**src/rtl/lsu_pkg.sv**
```systemverilog
// Shared definitions for the load/store sequencer: instruction encodings,
// error codes, FSM states, the bus command payload and small decode helpers.
package lsu_pkg;

    localparam int unsigned DATA_W = 32;
    localparam int unsigned STRB_W = DATA_W / 8;

    localparam logic [6:0] OPC_LOAD  = 7'b0000011;
    localparam logic [6:0] OPC_STORE = 7'b0100011;

    localparam logic [2:0] F3_LB  = 3'b000;
    localparam logic [2:0] F3_LH  = 3'b001;
    localparam logic [2:0] F3_LW  = 3'b010;
    localparam logic [2:0] F3_LBU = 3'b100;
    localparam logic [2:0] F3_LHU = 3'b101;
    localparam logic [2:0] F3_SB  = 3'b000;
    localparam logic [2:0] F3_SH  = 3'b001;
    localparam logic [2:0] F3_SW  = 3'b010;

    localparam logic [1:0] ERR_NONE     = 2'b00;
    localparam logic [1:0] ERR_MISALIGN = 2'b01;
    localparam logic [1:0] ERR_ILLEGAL  = 2'b10;
    localparam logic [1:0] ERR_TIMEOUT  = 2'b11;

    typedef enum logic [2:0] {
        ST_IDLE  = 3'd0,
        ST_CHECK = 3'd1,
        ST_REQ   = 3'd2,
        ST_DONE  = 3'd3,
        ST_ERR   = 3'd4
    } lsu_state_e;

    // Payload presented on the data-memory bus while a request is open.
    typedef struct packed {
        logic              we;
        logic [DATA_W-1:0] addr;
        logic [DATA_W-1:0] wdata;
        logic [STRB_W-1:0] wstrb;
    } mem_cmd_t;

    // funct3 values accepted for the given access direction.
    function automatic logic f3_legal(input logic is_store, input logic [2:0] f3);
        if (is_store) begin
            return (f3 == F3_SB) || (f3 == F3_SH) || (f3 == F3_SW);
        end
        return (f3 == F3_LB) || (f3 == F3_LH) || (f3 == F3_LW) ||
               (f3 == F3_LBU) || (f3 == F3_LHU);
    endfunction

    // funct3[1:0] gives the access size; bytes can never be misaligned.
    function automatic logic misaligned(input logic [2:0] f3, input logic [1:0] off);
        case (f3[1:0])
            2'b01:   return off[0];
            2'b10:   return off != 2'b00;
            default: return 1'b0;
        endcase
    endfunction

endpackage

```
**src/rtl/lsu_ctrl_ldext.sv**
```systemverilog
// Load data extraction: selects the addressed byte/half of a bus word and
// sign- or zero-extends it according to funct3.
//   funct3_i : load funct3
//   off_i    : byte offset within the word (addr[1:0])
//   word_i   : raw word read from memory
//   result_o : extended 32-bit load result (combinational)
module lsu_ctrl_ldext
    import lsu_pkg::*;
(
    input  logic [2:0]        funct3_i,
    input  logic [1:0]        off_i,
    input  logic [DATA_W-1:0] word_i,
    output logic [DATA_W-1:0] result_o
);

    logic [7:0]  byte_v;
    logic [15:0] half_v;

    always_comb begin
        byte_v = word_i[7:0];
        case (off_i)
            2'd1:    byte_v = word_i[15:8];
            2'd2:    byte_v = word_i[23:16];
            2'd3:    byte_v = word_i[31:24];
            default: byte_v = word_i[7:0];
        endcase
        half_v = off_i[1] ? word_i[31:16] : word_i[15:0];

        case (funct3_i)
            F3_LB:   result_o = {{24{byte_v[7]}}, byte_v};
            F3_LBU:  result_o = {24'h0, byte_v};
            F3_LH:   result_o = {{16{half_v[15]}}, half_v};
            F3_LHU:  result_o = {16'h0, half_v};
            default: result_o = word_i;
        endcase
    end

endmodule

```
**src/rtl/lsu_ctrl.sv**
```systemverilog
// Load/store sequencer between the multi-cycle control unit and the data bus.
// Latches an access on start, checks legality/alignment for one cycle, runs a
// single req/ack bus transaction (with optional timeout) and reports done/err.
//   clock, reset        : clock, asynchronous active-high reset
//   start, ir, addr,    : access request (ir opcode/funct3, byte address,
//   wdata                 store data), sampled only while idle
//   busy, done, err,    : status back to the controller
//   err_code, rdata
//   mem_req, mem_we,    : data-memory bus request side
//   mem_addr, mem_wdata,
//   mem_wstrb
//   mem_ack, mem_rdata  : data-memory bus response side
module lsu_ctrl
    import lsu_pkg::*;
#(
    parameter int unsigned TIMEOUT = 16
) (
    input  logic              clock,
    input  logic              reset,
    input  logic              start,
    input  logic [31:0]       ir,
    input  logic [DATA_W-1:0] addr,
    input  logic [DATA_W-1:0] wdata,
    output logic              busy,
    output logic              done,
    output logic              err,
    output logic [1:0]        err_code,
    output logic [DATA_W-1:0] rdata,
    output logic              mem_req,
    output logic              mem_we,
    output logic [DATA_W-1:0] mem_addr,
    output logic [DATA_W-1:0] mem_wdata,
    output logic [STRB_W-1:0] mem_wstrb,
    input  logic              mem_ack,
    input  logic [DATA_W-1:0] mem_rdata
);

    localparam int unsigned CNT_W = (TIMEOUT > 2) ? $clog2(TIMEOUT) : 1;

    lsu_state_e state_q, state_d;

    logic [2:0]        f3_q;
    logic              store_q;
    logic              op_ok_q;
    logic [DATA_W-1:0] addr_q;
    logic [DATA_W-1:0] wdata_q;

    logic [CNT_W-1:0]  cnt_q, cnt_d;
    logic              busy_q, busy_d;
    logic              done_q, done_d;
    logic              err_q, err_d;
    logic [1:0]        err_code_q, err_code_d;
    logic [DATA_W-1:0] rdata_q, rdata_d;
    logic              mem_req_q, mem_req_d;
    mem_cmd_t          cmd_q, cmd_d, st_cmd;

    logic              accept;
    logic              chk_illegal;
    logic              chk_misalign;
    logic              timeout_hit;
    logic [DATA_W-1:0] ld_val;

    // Only opcode and funct3 of the instruction are decoded here.
    logic unused_ir;
    assign unused_ir = ^{ir[31:15], ir[11:7]};

    assign accept       = (state_q == ST_IDLE) && start;
    assign chk_illegal  = !op_ok_q || !f3_legal(store_q, f3_q);
    assign chk_misalign = misaligned(f3_q, addr_q[1:0]);
    // TIMEOUT of 0 disables the abort entirely.
    assign timeout_hit  = (TIMEOUT != 0) && (cnt_q == CNT_W'(TIMEOUT - 1));

    lsu_ctrl_ldext u_ldext (
        .funct3_i (f3_q),
        .off_i    (addr_q[1:0]),
        .word_i   (mem_rdata),
        .result_o (ld_val)
    );

    // State register.
    always_ff @(posedge clock or posedge reset) begin
        if (reset) begin
            state_q <= ST_IDLE;
        end else begin
            state_q <= state_d;
        end
    end

    // Next-state logic; an ack in the timeout cycle still completes the access.
    always_comb begin
        state_d = state_q;
        case (state_q)
            ST_IDLE:  if (start) state_d = ST_CHECK;
            ST_CHECK: state_d = (chk_illegal || chk_misalign) ? ST_ERR : ST_REQ;
            ST_REQ: begin
                if (mem_ack) begin
                    state_d = ST_DONE;
                end else if (timeout_hit) begin
                    state_d = ST_ERR;
                end
            end
            ST_DONE:  state_d = ST_IDLE;
            ST_ERR:   state_d = ST_IDLE;
            default:  state_d = ST_IDLE;
        endcase
    end

    // Output/datapath next values; everything is registered from state_d.
    always_comb begin
        st_cmd       = '0;
        st_cmd.we    = store_q;
        st_cmd.addr  = {addr_q[DATA_W-1:2], 2'b00};
        if (store_q) begin
            case (f3_q[1:0])
                2'b00: begin
                    st_cmd.wdata = {4{wdata_q[7:0]}};
                    st_cmd.wstrb = 4'b0001 << addr_q[1:0];
                end
                2'b01: begin
                    st_cmd.wdata = {2{wdata_q[15:0]}};
                    st_cmd.wstrb = addr_q[1] ? 4'b1100 : 4'b0011;
                end
                default: begin
                    st_cmd.wdata = wdata_q;
                    st_cmd.wstrb = 4'b1111;
                end
            endcase
        end

        busy_d    = (state_d != ST_IDLE);
        done_d    = (state_d == ST_DONE) || (state_d == ST_ERR);
        err_d     = (state_d == ST_ERR);
        mem_req_d = (state_d == ST_REQ);
        // Latched inputs are frozen outside IDLE, so the command is stable.
        cmd_d     = (state_d == ST_REQ) ? st_cmd : '0;
        cnt_d     = (state_q == ST_REQ) ? cnt_q + CNT_W'(1) : '0;

        rdata_d = rdata_q;
        if ((state_q == ST_REQ) && mem_ack && !store_q) begin
            rdata_d = ld_val;
        end

        err_code_d = err_code_q;
        if (accept) begin
            err_code_d = ERR_NONE;
        end else if (state_q == ST_CHECK) begin
            if (chk_illegal) begin
                err_code_d = ERR_ILLEGAL;
            end else if (chk_misalign) begin
                err_code_d = ERR_MISALIGN;
            end
        end else if ((state_q == ST_REQ) && !mem_ack && timeout_hit) begin
            err_code_d = ERR_TIMEOUT;
        end
    end

    // Access latches and registered outputs.
    always_ff @(posedge clock or posedge reset) begin
        if (reset) begin
            f3_q       <= '0;
            store_q    <= 1'b0;
            op_ok_q    <= 1'b0;
            addr_q     <= '0;
            wdata_q    <= '0;
            cnt_q      <= '0;
            busy_q     <= 1'b0;
            done_q     <= 1'b0;
            err_q      <= 1'b0;
            err_code_q <= ERR_NONE;
            rdata_q    <= '0;
            mem_req_q  <= 1'b0;
            cmd_q      <= '0;
        end else begin
            if (accept) begin
                f3_q    <= ir[14:12];
                store_q <= (ir[6:0] == OPC_STORE);
                op_ok_q <= (ir[6:0] == OPC_STORE) || (ir[6:0] == OPC_LOAD);
                addr_q  <= addr;
                wdata_q <= wdata;
            end
            cnt_q      <= cnt_d;
            busy_q     <= busy_d;
            done_q     <= done_d;
            err_q      <= err_d;
            err_code_q <= err_code_d;
            rdata_q    <= rdata_d;
            mem_req_q  <= mem_req_d;
            cmd_q      <= cmd_d;
        end
    end

    assign busy      = busy_q;
    assign done      = done_q;
    assign err       = err_q;
    assign err_code  = err_code_q;
    assign rdata     = rdata_q;
    assign mem_req   = mem_req_q;
    assign mem_we    = cmd_q.we;
    assign mem_addr  = cmd_q.addr;
    assign mem_wdata = cmd_q.wdata;
    assign mem_wstrb = cmd_q.wstrb;

endmodule

```
**config.mk**
```make
export PLATFORM = sky130hd
export DESIGN_NAME = lsu_ctrl
export DESIGN_NICKNAME = d
export VERILOG_FILES = /design/src/rtl/lsu_pkg.sv /design/src/rtl/lsu_ctrl_ldext.sv /design/src/rtl/lsu_ctrl.sv
export SDC_FILE = /design/constraint.sdc
export NUM_CORES = 1
export LEC_CHECK = 0
export ABC_CLOCK_PERIOD_IN_PS = 8500
export BUFFER_PORTS_ARGS = -buffer_cell sky130_fd_sc_hd__buf_2
export CORE_ASPECT_RATIO = 1.1
export CORE_MARGIN = 3
export CORE_UTILIZATION = 57
export CTS_BUF_LIST = sky130_fd_sc_hd__clkbuf_4
export CTS_CLUSTER_DIAMETER = 100
export DETAILED_ROUTE_END_ITERATION = 7
export GPL_ROUTABILITY_DRIVEN = 1
export PLACE_DENSITY = 0.85
export SYNTH_ARGS = -nofsm -noshare
export SYNTH_HDL_FRONTEND = slang
export SYNTH_SLANG_ARGS = --single-unit
```
**constraint.sdc**
```tcl
create_clock -name clock -period 8.5 [get_ports clock]
set_input_delay 1.275 -clock clock [delete_from_list [all_inputs] [get_ports clock]]
set_output_delay 1.275 -clock clock [all_outputs]
set_load 0.02 [all_outputs]
```
==> summary.md, run 1 <==
| Metric | Value |
|---|---|
| Worst Skew | 10.3 ps |
| P&R area growth vs syn | 19.5% |
| Comb pwr share | 26.6% |
| CP max-delay cell | o32a_2 |
| Initial antenna violation count | 1 |
| Row count | 43 |
| Synth Instances | 734 |
| Die area | 14500 µm² |
| DRT antenna net count | 0 |
| Final nets | 1060 |
| GR Overflow Total | 0 |
| H-Tree Depth | 4 |
| Commonest register cell after synthesis | dfrtp_1 |
| Pwr dens | 254 nW/µm² |
| WL/cell | 16.5 µm |
| Post-DP HPWL | 12100 µm |
| Overall power consumption | 2.27 mW |
| Path type of the worst min-delay path | reg -> reg |
| Hold_buf cts | 0 |
| Vias per cell | 5.44 |
| Worst Tran Pin Value | 995 ps |
| WP data arrival | 3750 ps |
| Worst setup startpoint | f3_q[1]$_DFFE_PP0P_ |
| Number of I/O pins | 239 |
| Post-CTS Setup Repair Bufs | 0 |
| Placer congestion estimate | 0.789 |
| CTS Sinks | 181 |
| Pins Over Slew Limit | 0 |
| Met2 WL | 9410 µm |
| First-pass GRT wire length | 29000 µm |
| Crit path buf inv count | 1 |
| Register area share after synthesis | 60.5% |
| Int Pwr | 1.50 mW |
| Synthesized area | 7480 µm² |
| Synth cell types | 51 |
| DR DRC count | 0 |
| Final setup fails | 0 |
| Max_cap viols | 0 |
| CP top delay family | compound AO/OA/AOI/OAI gates |
| Slowest cell delay on critical path | 900 ps |
| Headroom to the max-slew limit | 33.6% |
| Initial core utilization | 58.7% |
| WL final | 18000 µm |
| Critical path, cell by cell | inv_1 > ha_1 > a2bb2oi_1 > o21ai_1 > o32a_2 > nor3_1 |
| DR WL met3 | 1050 µm |
| Clock slew at reported path FFs | 130 ps |
| Syn Area/Cell | 10.2 µm² |
| EDFF count, synth | 0 |
| Setup WS post-layout | 5150 ps |
| First drt pass iteration count | 5 |
| Critical Path Source Type | flip-flop |
| Outcome | completed |
| Maximum vdd drop | 0.123 mV |
| Setup TNS | 0 ps |
| Largest net degree at the start of global routing | 100 |
| CTS resizes | 0 |
| Final worst path period need | 3350 ps |
| Final worst path period share | 39.5% |
| Fraction of registers with async set/reset | 100% |
| CP endpoint kind | flip-flop |
| Core Area | 12800 µm² |
| Yosys reg bits | 181 |
| Number of synthesis warnings | 0 |
| Tot GR Track Use | 25.7% |
| DR top layer | met4 |
| Total leakage power | 4.92 nW |
| Share of the synthesized area in the top cell type | 60.5% |
| RSZ-0062 raised after global routing | no |
| Die H | 126 µm |
| Switching fraction of total power | 33.9% |
| Crit-path max FO | 38 |
| Flop pwr share | 49.1% |
| CP required | 8890 ps |
| Starting DRT DRC Count | 555 |
| CTS root buf | clkbuf_4 |
| P_sw | 769 µW |
| CTS tree | built |
| Via count | 5943 |
| Clock Tree Buf Depth | 2 |
| Reg2reg start | f3_q[1]$_DFFE_PP0P_ |
| Worst setup path class | reg -> reg |
| Wl on met1 | 7270 µm |
| Later-pin clock latency in the skew report | 560 ps |
| Maximum clock frequency | 0.298 GHz |
| Top cell type by total area after synthesis | dfrtp_1 |
| Dominant cells by area after synthesis | dfrtp_1 61%, nand2_1 12%, and3_1 2.6%, nor3_2 2.5%, a21oi_1 1.9% |
| Total CTS buffers | 17 |
| FILL cells | 1020 |
| Die Span X | 115 µm |
| Share of cells above drive strength 1 | 31.2% |
| Clock power frac | 24.3% |
| Post-place setup slack | 4950 ps |
| Number of global-route vias before repair | 5740 |
| Min-delay src | cnt_q[0]$_DFF_PP0_ |
| Port bufs | 214 |
| Final Hold Violating Endpoints | 0 |
==> power by group through the flow <==
| stage | logic, mW | clock network (mW) | registers [mW] |
|---|---|---|---|
| finish | 0.604 | 0.551 | 1.11 |
| global route | 0.683 | 0.595 | 1.13 |
| floorplan | 0.401 | 0 | 1.14 |
| global placement | 0.585 | 0 | 1.12 |
| CTS | 0.605 | 0.564 | 1.11 |
| detailed placement | 0.602 | 0 | 1.13 |
==> cell families after synthesis <==
family                     Yosys count  share of synthesized area, %
xor gates and xnor gates             2                         0.234
muxes                               17                          2.42
other                                1                        0.0501
AOI/OAI and AO/OA                  109                          10.2
and+or+nand+nor                    359                          22.1
buffers and inverters               60                          3.59
DFF                                181                          60.5
adders and majority gates            5                         0.836
==> stage by stage <==
stage	utilization [%]	cell area, µm²	cells	hold slack [ps]
finish	70.1	8940	1093	468
global route	70.1	8940	1093	484
CTS	70.1	8940	1092	472
detailed placement	67.4	8590	1061	454
global placement	67.4	8590	1061	447
floorplan	-	7490	735	433
==> flip-flops by register name, summed over array words and instances, names as in the netlist <==
signal and cells:
state_q 3, op_ok_q 1, addr_q 32, done 1, mem_req 1, mem_addr 30, rdata 32, store_q 1
wdata_q 32, busy 1, err_code 2, mem_wdata 32, f3_q 3, mem_we 1, cnt_q 4, err 1
mem_wstrb 4
==> cell usage in the layout, fill, tap and decap left out, types with 8 or more instances in the layout <==
cell,instances
nand2_1,233
buf_2,214
dfrtp_1,181
nor2_1,37
and3_1,31
a21oi_1,28
clkbuf_4,19
nor3_2,18
a22o_1,15
a22oi_1,11
nor3_1,10
mux2_2,9
o21ai_0,9
o22a_1,8
a21o_1,8
mux2i_1,8
nor3b_1,8
a31oi_1,8
o211ai_1,8
==> metal layers <==
layer	vias up	GRT usage [%]
met5	-	0
met4	0	7.11
met3	19	6.15
met2	210	43.5
met1	2885	33.1
li1	2829	-
==> worst register-to-register path, delay by kind of cell, from the launching register on <==
kind | cells | cell delay, ps
compound gates | 3 | 1540
fa+ha+maj | 1 | 510
buf+inv | 1 | 190
flops | 1 | 730
simple gates | 1 | 220
==> worst paths after layout <==
kind,slack [ps],endpoint,cells past startpoint
setup / recovery,5150,mem_wstrb[2]$_DFF_PP0_,6
setup reg to reg,5150,mem_wstrb[2]$_DFF_PP0_,6
max in group asynchronous,6090,mem_addr[11]$_DFF_PP0_,3
hold reg to reg,470,cnt_q[0]$_DFF_PP0_,1
min in group asynchronous,870,mem_addr[20]$_DFF_PP0_,2
hold / removal,470,cnt_q[0]$_DFF_PP0_,1
==> layout make-up <==
| type | instances | area [µm²] | share of cell area, % |
|---|---|---|---|
| diodes | 1 | 2.50 | 0.0280 |
| repair buffers | 221 | 1120 | 12.6 |
| clock buffers | 19 | 143 | 1.60 |
| flip-flops and latches | 181 | 4530 | 50.7 |
| multi-input cells | 494 | 2710 | 30.3 |
| well taps | 157 | 196 | 2.20 |
| clock inverters | 12 | 204 | 2.28 |
| inverters | 8 | 35.0 | 0.392 |
==> Yosys cell counts, types with 2 or more instances <==
library cell / number
buf_4: 2
buf_6: 3
a211o_1: 2
clkbuf_1: 31
o22a_1: 8
nor2_1: 37
o32ai_1: 2
dfrtp_1: 181
ha_1: 5
nor3b_1: 8
a31oi_1: 8
buf_1: 5
nand2b_1: 2
nand2_1: 234
o211ai_1: 8
o21ai_0: 9
mux2_2: 9
a22o_1: 15
a22oi_1: 11
inv_1: 8
and2_1: 2
and3_1: 31
nor3_1: 10
nor2b_1: 4
mux2i_1: 8
nor3_2: 19
nand3_1: 4
buf_2: 11
a21o_1: 8
a21oi_1: 28
(Power assumes the default switching activity.)
==> inputs of run 2 (changes only) <==
ABC_CLOCK_PERIOD_IN_PS = 2800   (was 8500)
CORE_UTILIZATION = 48   (was 57)
PLACE_DENSITY = 0.76   (was 0.85)
clock period = 2.8 ns   (was 8.5 ns; I/O delays follow)
==> summary.md, run 2 (synthesis gave the netlist of run 1 again) <==
| Metric | Value |
|---|---|
| Outcome | completed |
| WL final | 19400 µm |
| Min Hold Slack | 29.5 ps |
| Final worst path period share | 83.3% |
| Number of I/O pins | 239 |
| Setup TNS | 0 ps |
| Later-pin clock latency in the skew report | 580 ps |
| Multi-input logic area | 2710 µm² |
| Most common cell after layout, fill and taps aside | nand2_1 |
| Pins Over Slew Limit | 0 |
| Total leakage power | 5.11 nW |
| Share of cells above drive strength 1 | 31.0% |
| Core Area | 15200 µm² |
| Critical Path Source Type | flip-flop |
| Worst Skew | 16.2 ps |
| Vias per cell | 5.22 |
| DRT antenna net count | 0 |
| CTS Sinks | 181 |
| Final Hold Violating Endpoints | 0 |
| Via count | 6155 |
| Crit-path max FO | 38 |
| DR DRC count | 0 |
| P&R area growth vs syn | 26.0% |
| Register area | 4530 µm² |
| Maximum clock frequency | 0.429 GHz |
| Starting DRT DRC Count | 334 |
| Headroom to the max-slew limit | 31.6% |
| RSZ-0062 raised after global routing | no |
| Clock Tree Buf Depth | 2 |
| Worst Tran Pin Value | 1030 ps |
| Post-DP HPWL | 13300 µm |
| Overall power consumption | 6.91 mW |
| Largest net degree at the start of global routing | 57 |
| CTS resizes | 0 |
| Pwr dens | 733 nW/µm² |
| Tot GR Track Use | 23.0% |
| FILL cells | 1276 |
| Placer congestion estimate | 0.830 |
| Area after DPL | 8800 µm² |
| CTS root buf | clkbuf_4 |
| Path type of the worst min-delay path | in -> reg |
| First-pass GRT wire length | 31200 µm |
| Initial core utilization | 49.3% |
| Fin util | 62.1% |
| Total CTS buffers | 17 |
| Clock slew at reported path FFs | 140 ps |
| Maximum vdd drop | 0.377 mV |
| Final setup fails | 0 |
| Final worst path period need | 2330 ps |
| Initial antenna violation count | 3 |
| H-Tree Depth | 4 |
| WP data arrival | 2810 ps |
| Die Span X | 125 µm |
| Number of global-route vias before repair | 6203 |
| Die area | 17100 µm² |
| CTS tree | built |
| Final nets | 1105 |
| First drt pass iteration count | 4 |
| Cell area after layout | 9430 µm² |
| GR Overflow Total | 0 |
| CP endpoint kind | flip-flop |
| Worst setup path class | reg -> reg |
| Die H | 137 µm |
| Most frequent cells in the layout | 233 x nand2_1, 214 x buf_2, 181 x dfrtp_1 |
| WL/cell | 16.4 µm |
| Flop-to-flop setup slack | 470 ps |
| Row count | 47 |
| Port bufs | 214 |
| Max_cap viols | 0 |
| CP required | 3280 ps |
==> run 2: worst paths after layout <==
kind	startpoint	endpoint	depth (start not counted)
max	f3_q[0]$_DFFE_PP0P_	mem_wdata[7]$_DFF_PP0_	6
min	wdata[17]	wdata_q[17]$_DFFE_PP0P_	3
max reg2reg	f3_q[0]$_DFFE_PP0P_	mem_wdata[7]$_DFF_PP0_	6
min reg2reg	addr_q[5]$_DFFE_PP0P_	addr_q[5]$_DFFE_PP0P_	2
max in group asynchronous	reset	mem_wdata[30]$_DFF_PP0_	4
min in group asynchronous	reset	mem_addr[22]$_DFF_PP0_	3
==> run 2: timing repair <==
| action | CTS | global route |
|---|---|---|
| setup buffers | 0 | 0 |
| hold endpoints to repair | 60 | 1 |
| hold buffers | 30 | 1 |
==> run 2: layer usage <==
metal	share of wire, %	wire length [µm]	vias to the layer above	track usage [%]
li1	-	-	2913	-
met5	0.036	7	-	0
met3	6.0	1170	49	5.46
met4	2.9	569	2	10.1
met2	50	9660	212	38.6
met1	41	7980	2979	28.5
==> run 2: cell type report <==
type / instances / area share [%]
Multi-Input combinational cell: 494 / 28.7
Sequential cell: 181 / 48.0
Tap cell: 196 / 2.60
Clock inverter: 14 / 1.94
Inverter: 8 / 0.358
Antenna cell: 2 / 0.0531
Clock buffer: 18 / 1.43
Timing Repair Buffer: 266 / 16.9
==> run 2: power by group <==
group          total, mW  internal, mW  switching (mW)
Clock               1.61         0.713           0.893
Combinational       1.97         0.774            1.20
Sequential          3.33          3.04           0.294
Total               6.91          4.53            2.39
==> run 2: stage by stage <==
stage | cells | setup slack (ps)
floorplan | 735 | 57.4
detailed placement | 1114 | 466
finish | 1179 | 468
global route | 1179 | 305
global placement | 1114 | 565
CTS | 1176 | 439
==> run 2: critical path, cell delays in order (launching register included) <==
cell     delay, ps
dfrtp_1        400
inv_1          120
ha_1           260
o211a_1        150
or2_4          270
o32a_2         670
nor3b_1        360
